==> src/rtl/ring_flasher_sched.sv <==
// Step-enable generator and start-request arbiter for the ring LED flasher.
// Optional watchdog on RUN is built only when RING_FLASHER_SCHED_WATCHDOG_EN is defined.

module ring_flasher_sched #(
    parameter int PRESCALE    = 4,
    parameter int AUTO_PERIOD = 64,
    parameter int COOLDOWN    = 8,
    parameter int DONE_HOLD   = 3,
    parameter int TIMEOUT     = 1024
) (
    input  logic        clk,
    input  logic        rst,
    input  logic        btn_req,
    input  logic        auto_en,
    input  logic [15:0] led_in,
    output logic        step_en,
    output logic        repeat_signal,
    output logic        busy,
    output logic        grant_src,
    output logic [7:0]  run_count,
    output logic        timeout_flag
);

    // state   | meaning
    // S_IDLE  | waiting for a pending request on a step tick
    // S_START | repeat_signal high for exactly one step window
    // S_RUN   | watching led_in for the all-off completion pattern
    // S_COOL  | idle steps before another grant may be issued
    typedef enum logic [1:0] {S_IDLE, S_START, S_RUN, S_COOL} state_t;

    if (PRESCALE < 2 || PRESCALE > 65535 || AUTO_PERIOD < 1 || AUTO_PERIOD > 65535 ||
        COOLDOWN < 0 || COOLDOWN > 255 || DONE_HOLD < 1 || DONE_HOLD > 15 || TIMEOUT < 1)
    begin : g_param_check
        $error("ring_flasher_sched: parameter out of range");
    end

    localparam logic [15:0] P_LAST  = 16'(PRESCALE - 1);
    // step_en is registered, so it is raised from the count one before the terminal value
    localparam logic [15:0] P_PRE   = 16'(PRESCALE - 2);
    localparam logic [15:0] A_LAST  = 16'(AUTO_PERIOD - 1);
    localparam logic [7:0]  CD_LAST = 8'((COOLDOWN == 0) ? 0 : COOLDOWN - 1);
    localparam logic [3:0]  DH_LAST = 4'(DONE_HOLD - 1);

    state_t      state;
    logic [15:0] pcnt;
    logic [15:0] atmr;
    logic        btn_pend;
    logic        auto_pend;
    logic        seen_on;
    logic [3:0]  zcnt;
    logic [7:0]  cdcnt;

    logic in_idle, grant_any, grant_btn, grant_auto, auto_expire, run_done;

    assign in_idle     = (state == S_IDLE);
    assign grant_any   = step_en && in_idle && (btn_pend || auto_pend);
    assign grant_btn   = grant_any && btn_pend;
    assign grant_auto  = grant_any && !btn_pend;
    assign auto_expire = auto_en && step_en && in_idle && !grant_any && (atmr == A_LAST);
    assign run_done    = seen_on && (led_in == 16'h0000) && (zcnt == DH_LAST);

    always_ff @(posedge clk) begin
        if (rst) begin
            pcnt    <= '0;
            step_en <= 1'b0;
        end else begin
            pcnt    <= (pcnt == P_LAST) ? 16'h0000 : pcnt + 16'd1;
            step_en <= (pcnt == P_PRE);
        end
    end

    // A request arriving in the same clk as its own grant is latched again, so a held level re-arms.
    always_ff @(posedge clk) begin
        if (rst) begin
            btn_pend  <= 1'b0;
            auto_pend <= 1'b0;
            atmr      <= '0;
        end else begin
            btn_pend <= (btn_pend && !grant_btn) || btn_req;
            if (grant_auto)
                auto_pend <= 1'b0;
            else if (auto_expire)
                auto_pend <= 1'b1;
            if (!auto_en || grant_any)
                atmr <= '0;
            else if (step_en && in_idle)
                atmr <= (atmr == A_LAST) ? 16'h0000 : atmr + 16'd1;
        end
    end

`ifdef RING_FLASHER_SCHED_WATCHDOG_EN
    localparam int WD_W = $clog2(TIMEOUT + 1);
    localparam logic [WD_W-1:0] WD_LAST = WD_W'(TIMEOUT - 1);

    logic [WD_W-1:0] wcnt;
    logic            wd_expire;

    assign wd_expire = (wcnt == WD_LAST);

    always_ff @(posedge clk) begin
        if (rst) begin
            wcnt         <= '0;
            timeout_flag <= 1'b0;
        end else if (state == S_START) begin
            wcnt <= '0;
        end else if (state == S_RUN && step_en) begin
            wcnt <= wcnt + WD_W'(1);
            if (!run_done && wd_expire)
                timeout_flag <= 1'b1;
        end
    end
`else
    assign timeout_flag = 1'b0;
`endif

    always_ff @(posedge clk) begin
        if (rst) begin
            state         <= S_IDLE;
            repeat_signal <= 1'b0;
            busy          <= 1'b0;
            grant_src     <= 1'b0;
            run_count     <= '0;
            seen_on       <= 1'b0;
            zcnt          <= '0;
            cdcnt         <= '0;
        end else begin
            case (state)
                S_IDLE: begin
                    if (grant_any) begin
                        state         <= S_START;
                        repeat_signal <= 1'b1;
                        busy          <= 1'b1;
                        grant_src     <= grant_auto;
                    end
                end
                S_START: begin
                    if (step_en) begin
                        state         <= S_RUN;
                        repeat_signal <= 1'b0;
                        seen_on       <= 1'b0;
                        zcnt          <= '0;
                    end
                end
                S_RUN: begin
                    if (step_en) begin
                        if (led_in != 16'h0000) begin
                            seen_on <= 1'b1;
                            zcnt    <= '0;
                        end else if (seen_on) begin
                            zcnt <= zcnt + 4'd1;
                        end
                        if (run_done) begin
                            run_count <= run_count + 8'd1;
                            seen_on   <= 1'b0;
                            zcnt      <= '0;
                            cdcnt     <= '0;
                            state     <= S_COOL;
                        end
`ifdef RING_FLASHER_SCHED_WATCHDOG_EN
                        else if (wd_expire) begin
                            seen_on <= 1'b0;
                            zcnt    <= '0;
                            cdcnt   <= '0;
                            state   <= S_COOL;
                        end
`endif
                    end
                end
                S_COOL: begin
                    if (step_en) begin
                        if (cdcnt == CD_LAST) begin
                            state <= S_IDLE;
                            busy  <= 1'b0;
                        end else begin
                            cdcnt <= cdcnt + 8'd1;
                        end
                    end
                end
                default: state <= S_IDLE;
            endcase
        end
    end

endmodule

==> config.mk <==
export PLATFORM = sky130hd
export DESIGN_NAME = ring_flasher_sched
export DESIGN_NICKNAME = d
export VERILOG_FILES = /design/src/rtl/ring_flasher_sched.sv
export SDC_FILE = /design/constraint.sdc
export NUM_CORES = 1
export LEC_CHECK = 0
export CORE_MARGIN = 2
export CORE_UTILIZATION = 60
export CTS_BUF_LIST = sky130_fd_sc_hd__clkbuf_8
export DETAILED_ROUTE_END_ITERATION = 16
export GPL_TIMING_DRIVEN = 0
export PLACE_DENSITY = 0.9
export SLEW_MARGIN = 20
export SYNTH_ARGS = -nofsm -noshare
export SYNTH_HDL_FRONTEND = slang
export SYNTH_SLANG_ARGS = --single-unit
==> constraint.sdc <==
create_clock -name clk -period 4.5 [get_ports clk]
set_input_delay 0.45 -clock clk [delete_from_list [all_inputs] [get_ports clk]]
set_output_delay 0.45 -clock clk [all_outputs]
set_load 0.005 [all_outputs]
== Word level (Yosys, flattened, before mapping) ==
Index checks and enable logic that the tools add are counted.
Widths: inputs -> output; s select.
Word-level totals
  output and inout port bits: 13
  register bits: 61
Operators by class
  muxes and demuxes: 29
  reduce and logical (&&, ||, !) cells: 36
  add/subtract/negate cells: 5
  eq/ne operators: 17
Operators with widths (number)
  $add 16x1->16 const B: 2
  $eq 16x2->1 const B: 2
  $mux 8: 4
  $mux 4: 5
  $add 8x1->8 const B: 2
  $eq 16x6->1 const B: 1
  $logic_not 16->1: 1
  $mux 16: 1
  $pmux 8 s2: 1
  $reduce_bool 16->1: 1
  $mux 2: 6
  $ne 2x2->1 const B: 6
  $reduce_and 4->1: 3
  $logic_and 1x1->1: 11
  $eq 8x3->1 const B: 1
  $pmux 2 s4: 1
  $pmux 4 s2: 1
  $reduce_bool 2->1: 4
  $mux 1: 7
  $pmux 1 s2: 3
  $reduce_and 3->1: 2
  $reduce_and 6->1: 1
  $reduce_or 2->1: 3
  $reduce_and 5->1: 1
  other kinds (11): 17

== Logic depth before layout (Yosys ltp) ==
  depth after elaboration: 7
  depth in mapped cells: 8

== Worst setup path before layout ==
Ideal clock, no wire load.
  kind: reg2reg
  start: register zcnt[0]
  end: register cdcnt[6]
  data arrival time: 1.928 ns
  clock period less this slack: 1.998 ns
  setup slack: 2.502 ns
  stages on the path, launching flop included: 8
  path buffers: 0
  setup time: 0.070 ns
  data required time: 4.430 ns
  cell sequence: dfxtp_1 > inv_1 > ha_1 > or3b_4 > nor3_4 > a22oi_2 > or4_1 > a21oi_1
On the way
  word-level cells in the longest chain between the ends: 4
Ends and longest elaborated chain
  start: declaration: line 50  | logic [3:0] zcnt;
  start signal: assignment: line 150  | zcnt <= zcnt + 4'd1;
  $eq 4x2->1: line 60  | assign run_done = seen_on && (led_in == 16'h0000) && (zcnt == DH_LAST);
  $logic_and 1x1->1: line 60
  $ne 2x2->1 (no line)
  $reduce_and 5->1 (no line)
  end signal: assignment: line 175  | cdcnt <= cdcnt + 8'd1;
  end: declaration: line 51  | logic [7:0] cdcnt;
Every way passes these cells.
A chain may end at the register's enable or synchronous reset.

== Worst setup path after layout ==
  start: input port led_in[9]
  end: register cdcnt[5]
On the way
  word-level cells in the longest chain between the ends: 5
Ends and longest elaborated chain
  start: declaration: line 15  | input logic [15:0] led_in,
  $logic_not 16->1: line 60
  $logic_and 1x1->1 (2 in series): line 60
  $ne 2x2->1 (no line)
  $reduce_and 5->1 (no line)
Every way passes these cells.

==> impl_metrics.json <==
{
  "io_buffers": 30,
  "vias": 2796,
  "placed_cells": 469,
  "drtPass1Iterations": 4,
  "synth-edff-count": 0,
  "slew_headroom_pct": 55.0,
  "ys_ff_latch": 61,
  "netlist-cell-type-count": 52,
  "initial_core_util_pct": 61.7,
  "crit_family": "simple AND/OR/NAND/NOR gates",
  "drtAntennaViolNets": 0,
  "drc": 0,
  "antenna_found_initial": 0,
  "dp_hpwl_um": 4760,
  "fin_util_pct": 73.1,
  "setup-tns-final_ns": 0,
  "post-cts-setup-buffer-count": 0,
  "grt_pass1_vias": 2661,
  "worstPathCellList": "clkdlybuf4s50_1 > nor4_2 > nand4_2 > o31ai_4 > or4b_1 > a31oi_1",
  "synthMuxAreaShare_pct": 0,
  "clk_pin_slew_ns": 0.07,
  "final_nets": 442,
  "synthCells": 369,
  "synth_compound_area_share_pct": 13.7,
  "maxCapViolCount": 0,
  "ir_drop_mv": 0.277,
  "min_period_over_period_pct": 52.4,
  "yosysSeqAreaShare_pct": 39.0,
  "overflow": 0,
  "cp.required_ns": 4.76,
  "gp_congestion": 0.840,
  "clk_latency_ns": 0.34,
  "instances_no_fill": 485,
  "drive_above_1_share_pct": 6.75,
  "worst_slew_pin_slew_ns": 0.675,
  "cts_hold_buf": 0,
  "vias_per_cell": 5.76,
  "synth_xor_area_share_pct": 9.24,
  "grt_max_degree": 11,
  "cts_tree": "done",
  "cp_max_fo": 8,
  "final_common_cell": "dfxtp_1",
  "ys.flop_type": "dfxtp_1",
  "fillers": 373,
  "max_clock_freq_mhz": 424,
  "cts_buffer_depth": 2,
  "synth_top_family_by_area": "simple AND/OR/NAND/NOR gates",
  "ys_warn_count": 0,
  "slew_viol_final": 0,
  "root_buffer": "clkbuf_8",
  "htreeDepth": 3,
  "syn_area_um2": 3130,
  "first_iter_violations": 158,
  "die_x_um": 76.2,
  "rsz0062_at_grt": "false",
  "crit_slowest_cell": "or4b_1",
  "n_antenna_cell": 0,
  "synth_fa_ha_area_share_pct": 4.80,
  "powerDensity_nw_per_um2": 330,
  "ios": 33,
  "comb_power_share_pct": 14.0,
  "hold_viol": 0,
  "grt_pass1_wl_um": 11600,
  "dieArea_um2": 5810,
  "synth-simple-area-share_pct": 29.9,
  "hold_class": "reg -> reg",
  "clock_sinks": 61,
  "status": "finished clean",
  "period_minus_slack_ns": 2.36,
  "slowest_delay_ns": 0.48,
  "setup_violations": 0,
  "clock_skew_ns": 0.00640,
  "wirelength_um": 6720,
  "grt.total_usage_pct": 24.6,
  "power.total_w": 0.00123,
  "p_sw_share_pct": 27.2,
  "p_int_w": 0.000892,
  "seqPwrFrac_pct": 46.7,
  "path_class": "in -> reg",
  "cts_buffers": 9,
  "cp-start-kind": "input port",
  "clkPwrFrac_pct": 39.3,
  "die_h_um": 76.2,
  "final_cell_mix": "61 x dfxtp_1, 52 x nor2_1, 30 x clkdlybuf4s50_1",
  "area_delta_synth_final_pct": 18.6,
  "path_buf_inv": 1,
  "ctsResizeCount": 0,
  "rows": 26,
  "critPathCaptureType": "register",
  "leakagePower_nw": 1.31,
  "post_drt_wl_per_cell_um": 13.8,
  "syn_area_per_cell_um2": 8.48,
  "fp.coreArea_um2": 5070,
  "syn-num-nets": 401,
  "cp.arrival_ns": 2.62,
  "switching_power_w": 0.000334,
  "synth-async-reset-ratio_pct": 0
}
## area by class of cell
class                      instances  area [µm²]  share of cell area, %
clock inverter                     6        56.3                   1.52
multi-input combinational        283        1810                   48.7
clock buffer                      10         138                   3.71
tap                               70        87.6                   2.36
sequential                        61        1220                   32.9
inverter                          11        41.3                   1.11
buffer                            14        60.1                   1.62
timing repair buffer              30         300                   8.09
## registers in the layout (all words and copies together), names as in the netlist, 2 cells and up
name,cells
zcnt,4
pcnt,16
run_count,8
state,2
atmr,16
cdcnt,8
## layer usage
layer | routed length (µm) | GRT usage (%) | vias up
met5 | 0 | 0 | -
met4 | 102 | 12.2 | 0
met3 | 269 | 5.69 | 9
met2 | 3310 | 41.0 | 49
met1 | 3030 | 29.9 | 1323
li1 | - | - | 1415
## metrics by stage
step                worst slack, ns  cell area (µm²)  hold slack, ns
floorplan                      2.50             3130           0.437
global placement               1.91             3520           0.453
detailed placement             1.82             3520           0.463
CTS                            2.17             3710           0.485
global route                   2.01             3710           0.500
finish                         2.14             3710           0.486
## power by group through the flow
stage / combinational, W / clock [W] / sequential (W)
floorplan: 0.000117 / 0 / 0.000580
finish: 0.000172 / 0.000482 / 0.000572
detailed placement: 0.000168 / 0 / 0.000583
global route: 0.000191 / 0.000510 / 0.000574
global placement: 0.000163 / 0 / 0.000583
CTS: 0.000170 / 0.000484 / 0.000571
## tightest hold or removal path, cell delays in order, from the launching register on
cell     delay, ns
dfxtp_1       0.32
nand3_1       0.07
a21oi_1       0.05
## final timing paths
path	start	end	slack [ns]	cells past startpoint
min	zcnt[3]	zcnt[3]	0.49	2
max reg2reg	zcnt[0]	cdcnt[4]	2.19	7
min reg2reg	zcnt[3]	zcnt[3]	0.49	2
max	led_in[9]	cdcnt[5]	2.14	6
## Yosys cell counts (5+ instances only)
cell	instances	area [µm²]
dfxtp_1	61	1220
inv_1	11	41.3
nor3_1	5	25.0
xor2_1	23	201
ha_1	12	150
nand2_1	23	86.3
or3_1	6	37.5
o21ai_0	19	95.1
and3_1	8	50.1
nor2_1	52	195
and4_1	5	43.8
xnor2_1	10	87.6
nand4_1	20	125
nand3_1	20	100
a21oi_1	23	115
clkbuf_1	9	33.8
## cells by family after synthesis
kind of cell / count (synthesis)
compound gates: 67
xor+xnor: 33
fa+ha+maj: 12
buf+inv: 25
flops: 61
other cells: 1
simple gates: 170
(Power assumes the default switching activity.)
